--- config.mk ---
export PLATFORM = sky130hd
export DESIGN_NAME = rf_read_port_flat
export DESIGN_NICKNAME = d
export VERILOG_FILES = /design/src/rtl/rf_read_port_if.sv /design/src/rtl/rf_read_port.sv /design/src/flat_wrapper.sv
export SDC_FILE = /design/constraint.sdc
export NUM_CORES = 1
export LEC_CHECK = 0
export BUFFER_PORTS_ARGS = -buffer_cell sky130_fd_sc_hd__buf_2
export CORE_MARGIN = 3
export CORE_UTILIZATION = 40
export CTS_BUF_LIST = sky130_fd_sc_hd__clkbuf_8 sky130_fd_sc_hd__clkbuf_16
export DETAILED_ROUTE_END_ITERATION = 12
export PLACE_DENSITY = 0.76
export SLEW_MARGIN = 20
export SYNTH_ARGS = -nofsm -noshare
export SYNTH_HDL_FRONTEND = slang
export SYNTH_SLANG_ARGS = --single-unit
--- constraint.sdc ---
create_clock -name clk -period 2.2 [get_ports clk]
set_clock_uncertainty 0.1 [all_clocks]
set_input_delay 0.11 -clock clk [delete_from_list [all_inputs] [get_ports clk]]
set_output_delay 0.11 -clock clk [all_outputs]
set_load 0.05 [all_outputs]
--- src/rtl/rf_read_port_if.sv ---
// rtl/rf_read_port_if.sv - handshake, write-snoop and bitline bundle for rf_read_port
// Purpose: groups every non-clock/reset signal of the read-port controller.
// Signals:
//   req_valid/req_ready/req_addr        read request channel
//   wr_en/wr_addr/wr_data               array write strobe, snooped for forwarding
//   read_enable                         one-hot wordlines to the cell rows
//   bitline                             resolved bitline bus from the array
//   rsp_valid/rsp_ready/rsp_data/rsp_err read response channel
// Modports: slave = rf_read_port, master = requester plus array side.
interface rf_read_port_if #(
   parameter int DATA_WIDTH = 16,
   parameter int ADDR_WIDTH = 4,
   parameter int NUM_REGS   = 16
);
   logic                  req_valid;
   logic                  req_ready;
   logic [ADDR_WIDTH-1:0] req_addr;
   logic                  wr_en;
   logic [ADDR_WIDTH-1:0] wr_addr;
   logic [DATA_WIDTH-1:0] wr_data;
   logic [NUM_REGS-1:0]   read_enable;
   logic [DATA_WIDTH-1:0] bitline;
   logic                  rsp_valid;
   logic                  rsp_ready;
   logic [DATA_WIDTH-1:0] rsp_data;
   logic                  rsp_err;

   modport slave (
      input  req_valid, req_addr, wr_en, wr_addr, wr_data, bitline, rsp_ready,
      output req_ready, read_enable, rsp_valid, rsp_data, rsp_err
   );

   modport master (
      output req_valid, req_addr, wr_en, wr_addr, wr_data, bitline, rsp_ready,
      input  req_ready, read_enable, rsp_valid, rsp_data, rsp_err
   );
endinterface

--- src/rtl/rf_read_port.sv ---
// rtl/rf_read_port.sv - read-side controller for the register-file bit-cell array
// Purpose: accepts read requests, drives one-hot ReadEnable wordlines from a
// registered drive stage (S1), samples the bitline bus into a registered
// response stage (OUT).
// Ports:
//   clk  rising-edge clock
//   rst  asynchronous active-low reset
//   bus  rf_read_port_if.slave (request, write snoop, wordlines, bitlines, response)
// Optional: RF_READ_BYPASS_EN forwards a write that hits the row being sampled.
module rf_read_port #(
   parameter int DATA_WIDTH = 16,
   parameter int ADDR_WIDTH = 4,
   parameter int NUM_REGS   = 16
) (
   input logic           clk,
   input logic           rst,
   rf_read_port_if.slave bus
);

   logic                  s1_valid_q, s1_valid_d;
   logic [ADDR_WIDTH-1:0] s1_addr_q,  s1_addr_d;
   logic [NUM_REGS-1:0]   re_q,       re_d;
   logic                  rsp_valid_q, rsp_valid_d;
   logic [DATA_WIDTH-1:0] rsp_data_q,  rsp_data_d;
   logic                  rsp_err_q,   rsp_err_d;

   logic out_free;
   logic s1_adv;
   logic accept;
   logic s1_in_range;
   logic bypass_hit;

   // Out-of-range addresses decode to all-zero so the bitlines float.
   function automatic logic [NUM_REGS-1:0] onehot(input logic [ADDR_WIDTH-1:0] a);
      logic [NUM_REGS-1:0] r;
      for (int i = 0; i < NUM_REGS; i++) begin
         r[i] = (int'(a) == i);
      end
      return r;
   endfunction

   assign out_free    = !rsp_valid_q || bus.rsp_ready;
   assign s1_adv      = s1_valid_q && out_free;
   // Gated by rst so nothing is accepted while reset is held.
   assign bus.req_ready = rst && (!s1_valid_q || s1_adv);
   assign accept      = bus.req_valid && bus.req_ready;
   assign s1_in_range = int'(s1_addr_q) < NUM_REGS;

`ifdef RF_READ_BYPASS_EN
   // A cell drives its old value during a write, so a hit must take wr_data.
   assign bypass_hit = bus.wr_en && (bus.wr_addr == s1_addr_q);
`else
   logic unused_wr;
   assign unused_wr  = ^{bus.wr_en, bus.wr_addr, bus.wr_data};
   assign bypass_hit = 1'b0;
`endif

   always_comb begin
      s1_valid_d  = s1_valid_q;
      s1_addr_d   = s1_addr_q;
      re_d        = re_q;
      rsp_valid_d = rsp_valid_q;
      rsp_data_d  = rsp_data_q;
      rsp_err_d   = rsp_err_q;

      // Wordlines are a register of their own, loaded alongside S1, so they
      // never glitch while the address decode settles.
      if (accept) begin
         s1_valid_d = 1'b1;
         s1_addr_d  = bus.req_addr;
         re_d       = onehot(bus.req_addr);
      end else if (s1_adv) begin
         s1_valid_d = 1'b0;
         re_d       = '0;
      end

      if (s1_adv) begin
         rsp_valid_d = 1'b1;
         if (!s1_in_range) begin
            rsp_data_d = '0;
            rsp_err_d  = 1'b1;
         end else if (bypass_hit) begin
            rsp_data_d = bus.wr_data;
            rsp_err_d  = 1'b0;
         end else begin
            rsp_data_d = bus.bitline;
            rsp_err_d  = 1'b0;
         end
      end else if (bus.rsp_ready) begin
         rsp_valid_d = 1'b0;
      end
   end

   always_ff @(posedge clk or negedge rst) begin
      if (!rst) begin
         s1_valid_q  <= 1'b0;
         s1_addr_q   <= '0;
         re_q        <= '0;
         rsp_valid_q <= 1'b0;
         rsp_data_q  <= '0;
         rsp_err_q   <= 1'b0;
      end else begin
         s1_valid_q  <= s1_valid_d;
         s1_addr_q   <= s1_addr_d;
         re_q        <= re_d;
         rsp_valid_q <= rsp_valid_d;
         rsp_data_q  <= rsp_data_d;
         rsp_err_q   <= rsp_err_d;
      end
   end

   assign bus.read_enable = re_q;
   assign bus.rsp_valid   = rsp_valid_q;
   assign bus.rsp_data    = rsp_data_q;
   assign bus.rsp_err     = rsp_err_q;

endmodule

--- src/flat_wrapper.sv ---
// flat-port wrapper written by rule: the top's interface ports become plain ports
module rf_read_port_flat 
#(
   parameter int DATA_WIDTH = 16,
   parameter int ADDR_WIDTH = 4,
   parameter int NUM_REGS   = 16
)
  (clk, rst, bus_req_valid, bus_req_addr, bus_wr_en, bus_wr_addr, bus_wr_data, bus_bitline, bus_rsp_ready, bus_req_ready, bus_read_enable, bus_rsp_valid, bus_rsp_data, bus_rsp_err);
  rf_read_port_if #(.DATA_WIDTH(DATA_WIDTH), .ADDR_WIDTH(ADDR_WIDTH), .NUM_REGS(NUM_REGS)) bus_i ();
  input logic clk;
  input logic rst;
  input wire logic [$bits(bus_i.req_valid)-1:0] bus_req_valid;
  input wire logic [$bits(bus_i.req_addr)-1:0] bus_req_addr;
  input wire logic [$bits(bus_i.wr_en)-1:0] bus_wr_en;
  input wire logic [$bits(bus_i.wr_addr)-1:0] bus_wr_addr;
  input wire logic [$bits(bus_i.wr_data)-1:0] bus_wr_data;
  input wire logic [$bits(bus_i.bitline)-1:0] bus_bitline;
  input wire logic [$bits(bus_i.rsp_ready)-1:0] bus_rsp_ready;
  output wire logic [$bits(bus_i.req_ready)-1:0] bus_req_ready;
  output wire logic [$bits(bus_i.read_enable)-1:0] bus_read_enable;
  output wire logic [$bits(bus_i.rsp_valid)-1:0] bus_rsp_valid;
  output wire logic [$bits(bus_i.rsp_data)-1:0] bus_rsp_data;
  output wire logic [$bits(bus_i.rsp_err)-1:0] bus_rsp_err;
  assign bus_i.req_valid = bus_req_valid;
  assign bus_i.req_addr = bus_req_addr;
  assign bus_i.wr_en = bus_wr_en;
  assign bus_i.wr_addr = bus_wr_addr;
  assign bus_i.wr_data = bus_wr_data;
  assign bus_i.bitline = bus_bitline;
  assign bus_i.rsp_ready = bus_rsp_ready;
  assign bus_req_ready = bus_i.req_ready;
  assign bus_read_enable = bus_i.read_enable;
  assign bus_rsp_valid = bus_i.rsp_valid;
  assign bus_rsp_data = bus_i.rsp_data;
  assign bus_rsp_err = bus_i.rsp_err;
  rf_read_port #(.DATA_WIDTH(DATA_WIDTH), .ADDR_WIDTH(ADDR_WIDTH), .NUM_REGS(NUM_REGS)) u_core (.clk(clk), .rst(rst), .bus(bus_i));
endmodule
* Yosys cells after proc, flatten, opt, wreduce, memory -nomap -nowiden
Index checks and enable logic that the tools add are counted.
Storage, ports and cells: word-level logic and storage cells 35, bits in registers 34, output and inout bits 35
Operators by class: equality and inequality tests 15, muxes and demuxes 6, reductions and logical operators 10
Operators with widths (number):
- $eq A4 B4 Y1 const B | 8
- $mux W16 | 2
- $eq A4 B3 Y1 const B | 4
- $eq A4 B2 Y1 const B | 2
- $eq A4 B1 Y1 const B | 1
- $logic_not A4 Y1 | 1
- $mux W1 | 4
- $reduce_bool A2 Y1 | 2
- $logic_and A1 B1 Y1 | 3
- $logic_not A1 Y1 | 2
- $logic_or A1 B1 Y1 | 2

* Longest topological paths before layout
depth in word-level cells 7, gate-level depth with buffers 4, gate-level depth less buffers 3

* Worst setup path before layout
OpenSTA, ideal clock, no wires.
path type reg-to-output, from reg u_core.rsp_valid_q (netlist: u_core.bus.rsp_valid), to out bus_req_ready, data required time 1.990 ns, cell stages (with the launch flop) 4, setup slack 0.347 ns, path buffers 1, data arrival time 1.643 ns, path through dfrtp_1 -> and3b_1 -> buf_6 -> nor2b_1
On the way: word-level cells in the longest chain between the ends 5
RTL lines:
- from (decl) | line rf_read_port.sv:23 | logic rsp_valid_q, rsp_valid_d;
- from (signal assigned) | line rf_read_port.sv:106 | rsp_valid_q <= rsp_valid_d;
- $logic_not A1 Y1 | line rf_read_port.sv:42 | assign out_free = !rsp_valid_q || bus.rsp_ready;
- $logic_or A1 B1 Y1 | line rf_read_port.sv:42
- $logic_and A1 B1 Y1 | line rf_read_port.sv:43 | assign s1_adv = s1_valid_q && out_free;
- $logic_or A1 B1 Y1 | line rf_read_port.sv:45 | assign bus.req_ready = rst && (!s1_valid_q || s1_adv);
- $logic_and A1 B1 Y1 | line rf_read_port.sv:45
- to (decl) | line flat_wrapper.sv:19 | output wire logic [$bits(bus_i.req_ready)-1:0] bus_req_ready;
Every way passes these cells.

* Worst setup path in the final report
from reg u_core.s1_valid_q, to out bus_req_ready
On the way: word-level cells in the longest chain between the ends 3
RTL lines:
- from (decl) | line rf_read_port.sv:20 | logic s1_valid_q, s1_valid_d;
- from (signal assigned) | line rf_read_port.sv:103 | s1_valid_q <= s1_valid_d;
- $logic_not A1 Y1 / $logic_and A1 B1 Y1 (equally long branches) | line rf_read_port.sv:45, rf_read_port.sv:43
- $logic_or A1 B1 Y1 * | line rf_read_port.sv:45
- $logic_and A1 B1 Y1 * | line rf_read_port.sv:45
Mark *: on every way between the ends. The rest lies on a longest branch, timed or not.

==> flow_metrics.py <==
metrics = {
    "yosys": {
        "yosysUniqueCellTypes": 18,
        "synth_area_per_cell_um2": 15.6,
        "ys_seq_area_frac": 0.620,
        "synth-seq-cells": 34,
        "ys_warn_count": 0,
        "synth.cell_area_um2": 1370,
        "syn_nets": 133,
        "synthCells": 88,
    },
    "global_routing": {
        "grt_pass1_vias": 1077,
        "grt_max_degree": 35,
        "grt_pass1_wl_um": 5130,
        "grt_overflow_total": 0,
        "gr-usage-all-layers": 0.160,
        "antenna_found_initial": 0,
    },
    "pwr": {
        "switching_share": 0.353,
        "vdd_drop_max_mv": 0.332,
        "p_leak_nw": 0.992,
        "p_int_mw": 1.18,
        "p_comb_frac": 0.312,
        "clkPwrFrac": 0.281,
        "p_seq_frac": 0.407,
        "power_density_nw_per_um2": 930,
        "p_switching_mw": 0.646,
    },
    "worst_setup_path": {
        "required_ns": 1.99,
        "r2r_end": "u_core.bus.read_enable[11]$_DFFE_PN0P_",
        "rrSetupSlack_ns": 0.61,
        "critPathMaxStageDelay_ns": 0.43,
        "cp_max_fo": 6,
        "cp.arrival_ns": 1.44,
        "crit_slowest_cell": "dfrtp_1",
        "r2r_cells": 3,
        "setup.worst_path.class": "register to output port",
        "path_cells": "and3b_1 -> nor2b_1 -> buf_2",
        "start_kind": "register",
        "crit-reg2reg-launch": "u_core.s1_valid_q$_DFFE_PN0P_",
        "endpoint_kind": "output port",
    },
    "clock_tree": {
        "cts_tree": "built",
        "htreeDepth": 2,
        "cts_sinks": 34,
        "cts.clk_slew.worst_paths_ns": 0.06,
        "cts_buffers": 5,
        "clk_latency_ns": 0.27,
        "post_cts_buffers": 0,
        "cts_root_buffer": "clkbuf_8",
        "cts.path.max_buffers": 2,
    },
    "place": {
        "place.gp.congestion": 0.777,
        "dp_hpwl_um": 2170,
        "io_buffers": 57,
    },
    "routing": {
        "routed_via_density": 4.84,
        "wl_per_cell_um": 14.3,
        "wirelength_um": 3020,
        "drc": 0,
        "drt-pass1-iter-count": 2,
        "via_count": 1022,
        "first_iter_violations": 19,
        "ant_nets": 0,
    },
    "die": {
        "ios": 80,
        "rows": 20,
        "core_um2": 3150,
        "fp.dieH_um": 64.6,
        "fp.dieW_um": 64.6,
        "start_util": 0.435,
        "die_area_um2": 4170,
    },
    "cells_and_area": {
        "nets": 211,
        "n_antenna_cell": 0,
        "drive_gt1_frac": 0.527,
        "post-route-util": 0.624,
        "area_growth_pct": 43.5,
    },
    "timing": {
        "setup_viol": 0,
        "slew_violations": 0,
        "max_slew.worst_pin.slew_ns": 0.667,
        "finalCriticalPeriod_ns": 1.65,
        "final.period_utilization": 0.751,
        "tns_ns": 0,
        "rsz0062_at_grt": "false",
        "slew_headroom": 0.555,
        "hold_viol": 0,
        "maxClockFrequency_ghz": 0.605,
    },
    "hold_path": {
        "hold_path_class": "primary input to register",
        "min_from": "bus_rsp_ready",
        "holdPathEnd": "u_core.bus.rsp_valid$_DFFE_PN0P_",
        "whs_path_depth": 3,
    },
    "job": {
        "cap_viol_max_count": 0,
    },
    "status": {
        "run_status": "finished, final reports clean",
    },
}
-- how the worst max path moves through the flow --
stage,startpoint,to,slack [ns],cells past startpoint
after detailed placement,u_core.s1_valid_q$_DFFE_PN0P_,u_core.bus.read_enable[11]$_DFFE_PN0P_,0.62,3
after floorplan,u_core.bus.rsp_valid$_DFFE_PN0P_,bus_req_ready,0.35,3
after global routing,u_core.s1_valid_q$_DFFE_PN0P_,bus_req_ready,0.46,3
after CTS,u_core.s1_valid_q$_DFFE_PN0P_,bus_req_ready,0.53,3
final,u_core.s1_valid_q$_DFFE_PN0P_,bus_req_ready,0.55,3
after global placement,u_core.s1_valid_q$_DFFE_PN0P_,u_core.bus.read_enable[14]$_DFFE_PN0P_,0.69,3
-- Yosys cell counts, drive strengths merged --
library cell  number  area share
dfrtp             34        0.62
mux2              16        0.13
a22o              12       0.077
a32o               4       0.029
buf                4       0.023
nand2              3       0.010
nand2b             3       0.014
nor2b              3       0.014
and3b              2       0.013
nor4b              2       0.035
a21oi              1      0.0064
conb               1      0.0027
nor2               1      0.0027
nor3               1      0.0073
nor4               1       0.016
-- power groups by stage --
| stage | clock (mW) | combinational [mW] | sequential, mW |
|---|---|---|---|
| 2_1_floorplan | 0 | 0.126 | 1.04 |
| 3_5_place_dp | 0 | 0.551 | 0.755 |
| 5_1_grt | 0.557 | 0.600 | 0.757 |
| 6_report | 0.515 | 0.571 | 0.745 |
| 4_1_cts | 0.526 | 0.575 | 0.744 |
| 3_3_place_gp | 0 | 0.541 | 0.749 |
-- per-layer routing --
metal / GRT usage / vias up / share of wire
met5: 0 / - / 0
met4: 0.0475 / 0 / 0.0076
met3: 0.0433 / 2 / 0.047
met2: 0.273 / 34 / 0.52
met1: 0.196 / 505 / 0.42
li1: - / 481 / -
-- stage by stage --
stage | power [mW] | setup WS [ns] | hold WS, ns | area (um^2) | cells
2_1_floorplan | 1.16 | 0.347 | -0.286 | 1370 | 88
3_3_place_gp | 1.29 | 0.687 | 0.130 | 1690 | 186
3_5_place_dp | 1.31 | 0.616 | 0.130 | 1690 | 186
4_1_cts | 1.85 | 0.530 | 0.0919 | 1970 | 211
5_1_grt | 1.91 | 0.459 | 0.0987 | 1970 | 211
6_report | 1.83 | 0.548 | 0.0943 | 1970 | 211
-- what timing repair did --
action | in CTS | in global routing
hold buffers | 17 | 0
setup endpoints to repair | 0 | 0
endpoints found under the hold margin | 50 | 0
gates resized for setup | 0 | 0
-- cells in the final DEF, fill, tap and decap left out, drive strengths merged --
master,Yosys,final
and3b,2,2
nor2b,3,3
dlygate4sd3,0,17
nand2b,3,3
a22o,12,12
nor2,1,1
buf,4,58
a32o,4,4
nor4,1,1
nand2,3,3
a21oi,1,1
clkbuf,0,8
nor3,1,1
dfrtp,34,34
nor4b,2,2
mux2,16,16
conb,1,1
-- registers in the layout (all words and copies together) (netlist names) --
signal,flops
u_core.bus.read_enable,16
u_core.bus.rsp_data,16
u_core.bus.rsp_valid,1
u_core.s1_valid_q,1
-- critical path: cells and delay by family (launching register included) --
family | cells | cell delay [ns]
and+or+nand+nor | 2 | 0.48
buffers and inverters | 1 | 0.27
DFF | 1 | 0.43
-- kinds of logic after synthesis --
group,after synthesis,synth area share
other cells,1,0.00273
buf+inv,4,0.0228
compound gates,17,0.112
flops,34,0.620
mux,16,0.131
simple gates,16,0.110
-- cell type report --
cell class | count | area (um^2)
clock buffers | 8 | 110
repair buffers | 75 | 463
flip-flops and latches | 34 | 851
well taps | 44 | 55.1
multi-input cells | 50 | 489
fillers | 262 | 1180
Power figures use the tool's default switching activity.
